`src/rtl/alu_arbiter.sv`:
```
// Two-requester round-robin front end for a shared combinational ALU.
// Each accepted request runs IDLE -> EXEC -> RESP, and the response is held until it is acknowledged.
module alu_arbiter #(
  parameter int CNT_W = 16
) (
  input  logic             clk,
  input  logic             reset,
  input  logic             req0_valid,
  input  logic             req1_valid,
  input  logic [31:0]      req0_a,
  input  logic [31:0]      req0_b,
  input  logic [31:0]      req1_a,
  input  logic [31:0]      req1_b,
  input  logic [2:0]       req0_op,
  input  logic [2:0]       req1_op,
  output logic             req0_ready,
  output logic             req1_ready,
  output logic [31:0]      alu_a,
  output logic [31:0]      alu_b,
  output logic [2:0]       alu_op,
  input  logic [31:0]      alu_ans,
  output logic             resp_valid,
  output logic             resp_id,
  output logic [31:0]      resp_data,
  output logic             resp_err,
  input  logic             resp_ack,
  output logic             busy,
  output logic [CNT_W-1:0] cnt0,
  output logic [CNT_W-1:0] cnt1
);

  typedef enum logic [1:0] {IDLE, EXEC, RESP} state_t;

  state_t             state_q, state_d;
  logic               ptr_q, ptr_d;
  logic [31:0]        a_q, a_d;
  logic [31:0]        b_q, b_d;
  logic [2:0]         op_q, op_d;
  logic               id_q, id_d;
  logic [31:0]        data_q, data_d;
  logic               err_q, err_d;
  logic [CNT_W-1:0]   cnt0_q, cnt0_d;
  logic [CNT_W-1:0]   cnt1_q, cnt1_d;
  logic               gnt0, gnt1;

  // Handshake: a request transfers on the edge where reqN_valid && reqN_ready.
  // The response transfers on the edge where resp_valid && resp_ack.
  // ptr_q names the requester granted last; on a tie the other one wins.
  always_comb begin
    state_d    = state_q;
    ptr_d      = ptr_q;
    a_d        = a_q;
    b_d        = b_q;
    op_d       = op_q;
    id_d       = id_q;
    data_d     = data_q;
    err_d      = err_q;
    cnt0_d     = cnt0_q;
    cnt1_d     = cnt1_q;
    req0_ready = 1'b0;
    req1_ready = 1'b0;
    gnt0       = req0_valid && (!req1_valid || ptr_q);
    gnt1       = req1_valid && (!req0_valid || !ptr_q);
    case (state_q)
      IDLE: begin
        req0_ready = gnt0 && reset;
        req1_ready = gnt1 && reset;
        if (gnt0 || gnt1) begin
          a_d     = gnt1 ? req1_a  : req0_a;
          b_d     = gnt1 ? req1_b  : req0_b;
          op_d    = gnt1 ? req1_op : req0_op;
          id_d    = gnt1;
          state_d = EXEC;
        end
      end
      EXEC: begin
        // Opcodes above 010 are unsupported; the ALU's answer is discarded.
        err_d   = (op_q > 3'd2);
        data_d  = (op_q > 3'd2) ? 32'd0 : alu_ans;
        state_d = RESP;
      end
      RESP: begin
        if (resp_ack) begin
          state_d = IDLE;
          ptr_d   = id_q;
          if (id_q) begin
            if (cnt1_q != {CNT_W{1'b1}}) cnt1_d = cnt1_q + CNT_W'(1);
          end else begin
            if (cnt0_q != {CNT_W{1'b1}}) cnt0_d = cnt0_q + CNT_W'(1);
          end
        end
      end
      default: state_d = IDLE;
    endcase
  end

  always_ff @(posedge clk or negedge reset) begin
    if (!reset) begin
      state_q <= IDLE;
      ptr_q   <= 1'b1;
      a_q     <= '0;
      b_q     <= '0;
      op_q    <= '0;
      id_q    <= 1'b0;
      data_q  <= '0;
      err_q   <= 1'b0;
      cnt0_q  <= '0;
      cnt1_q  <= '0;
    end else begin
      state_q <= state_d;
      ptr_q   <= ptr_d;
      a_q     <= a_d;
      b_q     <= b_d;
      op_q    <= op_d;
      id_q    <= id_d;
      data_q  <= data_d;
      err_q   <= err_d;
      cnt0_q  <= cnt0_d;
      cnt1_q  <= cnt1_d;
    end
  end

  assign busy       = (state_q != IDLE);
  assign resp_valid = (state_q == RESP);
  assign resp_id    = id_q;
  assign resp_data  = data_q;
  assign resp_err   = err_q;
  assign alu_a      = a_q;
  assign alu_b      = b_q;
  assign alu_op     = op_q;
  assign cnt0       = cnt0_q;
  assign cnt1       = cnt1_q;

endmodule

```
`config.mk`:
```
export PLATFORM = sky130hd
export DESIGN_NAME = alu_arbiter
export DESIGN_NICKNAME = d
export VERILOG_FILES = /design/src/rtl/alu_arbiter.sv
export SDC_FILE = /design/constraint.sdc
export NUM_CORES = 1
export LEC_CHECK = 0
export CAP_MARGIN = 20
export CORE_MARGIN = 3
export CORE_UTILIZATION = 43
export CTS_CLUSTER_SIZE = 8
export DETAILED_ROUTE_END_ITERATION = 8
export PLACE_DENSITY = 0.83
export SLEW_MARGIN = 20
export SYNTH_ARGS = -nofsm -noshare
export SYNTH_HDL_FRONTEND = slang
export SYNTH_SLANG_ARGS = --single-unit
```
`constraint.sdc`:
```
create_clock -name clk -period 2.99 [get_ports clk]
set_input_delay 0.299 -clock clk [delete_from_list [all_inputs] [get_ports clk]]
set_output_delay 0.299 -clock clk [all_outputs]
set_load 0.03 [all_outputs]
```
======== Yosys cells after proc, flatten, opt, wreduce, memory -nomap -nowiden ========
Index checks and enable logic that the tools add are counted.
storage, ports and cells
  word-level logic and storage cells ...... 46
  bits in registers ....................... 136
operators by class
  $lt $le $gt $ge ......................... 1
  eq/ne operators ......................... 6
  $add $sub $neg .......................... 2
  bitwise logic cells ..................... 1
  reduce and logical (&&, ||, !) cells .... 17
  muxes and demuxes ....................... 9
operators with widths
  cell                     number
  $mux W32                 3
  $add A16 B1 Y16 const B  2
  $ne A16 B16 Y1 const B   2
  $reduce_and A4 Y1        2
  $pmux W2 S3              1
  $reduce_and A2 Y1        3
  $logic_and A1 B1 Y1      4
  $mux W2                  2
  $gt A3 B2 Y1 const B     1
  $logic_not A1 Y1         3
  $logic_or A1 B1 Y1       3
  $mux W3                  1
  $eq A2 B1 Y1 const B     1
  $eq A2 B2 Y1 const B     1
  $logic_not A2 Y1         1
  $mux W1                  2
  $ne A2 B1 Y1 const B     1
  $ne A2 B2 Y1 const B     1
  $reduce_bool A2 Y1       1
  $not A1 Y1               1

======== Longest topological paths before layout ========
  depth in word-level cells ............... 6
  depth in mapped cells ................... 7

======== Worst setup path before layout ========
Ideal clock, no wire load.
  kind .................................... register to register
  start ................................... register cnt0_q[11] (netlist: cnt0[11])
  end ..................................... register cnt0_q[4] (netlist: cnt0[4])
  library setup time ...................... 0.137 ns
  slack ................................... 1.076 ns
  required time ........................... 2.853 ns
  clock period less this slack ............ 1.914 ns
  cell stages (with the launch flop) ...... 6
  data arrival time ....................... 1.778 ns
  path through ............................ dfrtp_1 nand4_2 or3_4 o21a_2 and4_2 xor2_1
on the way
  word-level cells in the longest chain between the ends .. 2
RTL lines
  what                                line  text
  start, declared                     42    logic [CNT_W-1:0] cnt0_q, cnt0_d;
  start signal, assigned              118   cnt0_q <= cnt0_d;
  $ne A16 B16 Y1                      89    if (cnt0_q != {CNT_W{1'b1}}) cnt0_d = cnt0_q + CNT_W'(1);
  $reduce_and A4 Y1 (no source line)  --
No other way between the ends.
A chain may end at the register's enable or synchronous reset.

======== Final worst setup path ========
  start ................................... input port reset
  end ..................................... output port req0_ready
on the way
  word-level cells in the longest chain between the ends .. 2
RTL lines
  what                 line  text
  start, declared      7     input logic reset,
  $logic_and A1 B1 Y1  66    req0_ready = gnt0 && reset;
  $mux W1              64    case (state_q)
  end, declared        16    output logic req0_ready,
No other way between the ends.

==> results.yml <==
flow_run:
  cap_violations: 0
yosys:
  count_of_synthesis_stage_warnings_from_yosys: 0
  post_synth_and_or_nand_nor_area_fraction_pct: 11.0
  syn-cell-area_um2: 5880
  synth_sequential_area_ratio_pct: 57.9
  synth_compound_area_share_pct: 11.8
  syn-mean-instance-area_um2: 11.5
  syn-num-nets: 684
  synth.ff_latch_count: 136
  syn-instance-count: 511
  synth.mux.area_fraction_pct: 12.0
  post_synth_num_cell_types: 38
  post_synth_xor_area_fraction_pct: 4.47
  yosys.area_share.adder_pct: 0.425
  combinational_family_with_the_most_area_after_synthesis: "multiplexers"
worst_setup_path:
  path_cells: "dlygate4sd3_1, buf_6, o2111a_1, clkdlybuf4s50_1"
  timing.critical_path.required_ns: 2.69
  critical_path.startpoint_type: "input port"
  critical_path.max_stage_delay_ns: 0.67
  endpoint_kind: "primary output"
  critical_path_class: "input port to primary output"
  reg2reg_from: "state_q[1]"
  rr_endpoint: "alu_a[14]"
  worst_path_max_delay_cell: "sky130_fd_sc_hd__clkdlybuf4s50_1"
  flop_to_flop_setup_slack_ns: 1.10
  reg2regPathDepth: 6
  critical_path.max_fanout: 31
  cp.arrival_ns: 2.07
sta:
  setup_viol: 0
  final_min_period_over_clock_period_pct: 79.4
  slew_headroom_pct: 45.3
  fin_crit_ns: 2.37
  fin_tns_setup_ns: 0
  final_count_of_hold_timing_violations: 0
  grt_setup_unrepaired: "false"
  max_slew.worst_pin.slew_ns: 0.820
  maximum_clock_frequency_mhz: 421
  clock_skews_ns: 0.00546
  slew_viol_final: 0
pwr:
  irDropWorstVdd_uv: 499
  power.density_cell_area_nw_per_um2: 1030
  total_power_mw: 10.0
  cellLeakagePower_nw: 4.24
floorplan:
  floorplan.rows: 42
  dieHeight_um: 123
  effective_utilization_at_floorplan_pct: 44.3
  floorplan.die_area_um2: 15100
  design.core.area_um2: 13300
  die_width_um: 123
  io-pin-count: 308
cells_and_area:
  fillCellCount: 922
  area_growth_pct: 65.6
  mostFrequentLayoutCells: "sky130_fd_sc_hd__clkdlybuf4s50_1, sky130_fd_sc_hd__dfrtp_1, sky130_fd_sc_hd__nor2_1"
  post-route-cell-area_um2: 9740
  diodes: 0
  multi_input_gate_area_um2: 2360
  final_common_cell: "sky130_fd_sc_hd__clkdlybuf4s50_1"
  layout_cell_share_with_drive_strength_beyond_1_pct: 6.76
  finalNetCount: 989
  ff_latch_area_um2: 3400
drt:
  detail_route.first_pass.iterations: 4
  post_drt_wl_per_cell_um: 18.5
  drt-total-wl_um: 18600
  drt_iter0_markers: 303
  via_count: 5229
  avgViaCountPerCell: 5.20
  drcViolationCount: 0
  final_antenna_net_count: 0
clock_tree:
  clockBufferDepth: 2
  tritoncts: "built"
  cts.clk_slew.worst_paths_ns: 0.05
  cts.hold.buffers_added: 1
  cts-resized-gates: 0
  cts_setup_buffers: 0
  clock-sinks: 136
  clock_tree.root_cell: "sky130_fd_sc_hd__clkbuf_16"
  cts_inserted_buffers: 17
  clock_insertion_delay_worst_skew_ns: 0.41
  cts-htree-levels: 4
status:
  status: "complete, no violations"
grt:
  grt_start_max_net_pins: 69
  global_route.usage.total_pct: 23.8
  grtUsageMet1_pct: 26.3
  antenna_found_initial: 0
  first_pass_grt_wire_length_um: 27700
  grt_pass1_vias: 5340
  gr-usage-met2_pct: 42.5
  gr-usage-met3_pct: 8.14
  gr-total-overflow: 0
  grt_most_used_layer: "met2"
place:
  detailedPlacementHpwl_um: 13600
  place_area_um2: 9170
  gp_congestion: 0.819
  buffer_ports.inserted: 307
worst_hold_path:
  worst_hold_path_type: "input port to asynchronous set/reset pin"
-- sequential cells by signal (all words and copies together), names as in the netlist --
name	count
resp_data	32
resp_id	1
cnt0	16
cnt1	16
ptr_q	1
alu_b	32
resp_err	1
alu_a	32
state_q	2
alu_op	3
-- kinds of logic after synthesis --
group           count (synthesis)
compound gates                108
xor+xnor                       30
flops                         136
mux                            70
simple gates                  131
fa+ha+maj                       2
buf+inv                        34
-- routing by layer --
metal	wire length, µm	up-vias
met5	0	-
met2	9550	233
met1	6960	2541
met3	1570	33
li1	-	2422
met4	480	0
-- area by class of cell --
type | instances | area share (%)
multi-input combinational | 341 | 24.2
sequential | 136 | 34.9
inverter | 5 | 0.193
tap | 176 | 2.26
timing repair buffer | 315 | 32.6
clock inverter | 7 | 0.693
clock buffer | 25 | 5.09
-- cell usage after synthesis --
cell type / instances / area share (%)
sky130_fd_sc_hd__nand4_4: 1 / 0.36
sky130_fd_sc_hd__o2111a_1: 1 / 0.19
sky130_fd_sc_hd__and3_1: 8 / 0.85
sky130_fd_sc_hd__ha_1: 2 / 0.43
sky130_fd_sc_hd__inv_1: 5 / 0.32
sky130_fd_sc_hd__clkbuf_1: 16 / 1.0
sky130_fd_sc_hd__dfrtp_1: 135 / 57
sky130_fd_sc_hd__or3_4: 1 / 0.19
sky130_fd_sc_hd__o21ai_0: 1 / 0.085
sky130_fd_sc_hd__nand4_1: 5 / 0.53
sky130_fd_sc_hd__nand3b_1: 1 / 0.13
sky130_fd_sc_hd__xor2_1: 14 / 2.1
sky130_fd_sc_hd__nand2_1: 13 / 0.83
sky130_fd_sc_hd__nor3_2: 1 / 0.17
sky130_fd_sc_hd__and4b_1: 1 / 0.17
sky130_fd_sc_hd__buf_2: 13 / 1.1
sky130_fd_sc_hd__xnor2_1: 16 / 2.4
sky130_fd_sc_hd__and2_1: 1 / 0.11
sky130_fd_sc_hd__nor2_1: 74 / 4.7
sky130_fd_sc_hd__or4b_4: 1 / 0.23
sky130_fd_sc_hd__o21a_2: 1 / 0.15
sky130_fd_sc_hd__nand4_2: 1 / 0.21
sky130_fd_sc_hd__mux2_2: 3 / 0.57
sky130_fd_sc_hd__mux2i_1: 67 / 11
sky130_fd_sc_hd__and4_2: 1 / 0.17
sky130_fd_sc_hd__and4_4: 1 / 0.19
sky130_fd_sc_hd__and3_2: 3 / 0.38
sky130_fd_sc_hd__a21oi_1: 69 / 5.9
sky130_fd_sc_hd__nand2b_1: 2 / 0.21
sky130_fd_sc_hd__a211oi_2: 2 / 0.43
sky130_fd_sc_hd__dfstp_2: 1 / 0.45
sky130_fd_sc_hd__a31oi_2: 1 / 0.21
sky130_fd_sc_hd__nor3_1: 3 / 0.26
sky130_fd_sc_hd__o2111ai_1: 1 / 0.15
sky130_fd_sc_hd__and4_1: 2 / 0.30
sky130_fd_sc_hd__a22o_1: 32 / 4.8
sky130_fd_sc_hd__nor3b_1: 1 / 0.13
sky130_fd_sc_hd__nand3_1: 10 / 0.85
-- how the worst max path moves through the flow --
stage / slack [ns] / startpoint / end
floorplan: 1.08 / cnt0[11] / cnt0[4]
global placement: 0.86 / req1_valid / req1_ready
detailed placement: 0.85 / req1_valid / req1_ready
CTS: 0.63 / reset / req0_ready
global route: 0.54 / reset / req0_ready
finish: 0.62 / reset / req0_ready
-- report_power, final --
| part | internal (mW) | total (mW) | switching [mW] |
|---|---|---|---|
| combinational | 2.07 | 4.94 | 2.88 |
| clock | 1.23 | 1.97 | 0.747 |
| sequential | 2.59 | 3.09 | 0.504 |
| total | 5.89 | 10.0 | 4.13 |
-- worst max-delay path, delay by kind of cell --
kind / cells / cell delay, ns
buf+inv: 3 / 1.52
compound gates: 1 / 0.23
-- metrics by stage --
stage	hold WS (ns)	util (%)	setup slack [ns]	cells
3_5_place_dp	0.189	69.0	0.852	972
5_1_grt	0.373	73.3	0.535	1005
3_3_place_gp	0.185	69.0	0.857	972
2_1_floorplan	0.00341	-	1.08	511
6_report	0.364	73.3	0.616	1005
4_1_cts	0.316	73.3	0.633	1005
Power figures use the tool's default switching activity.
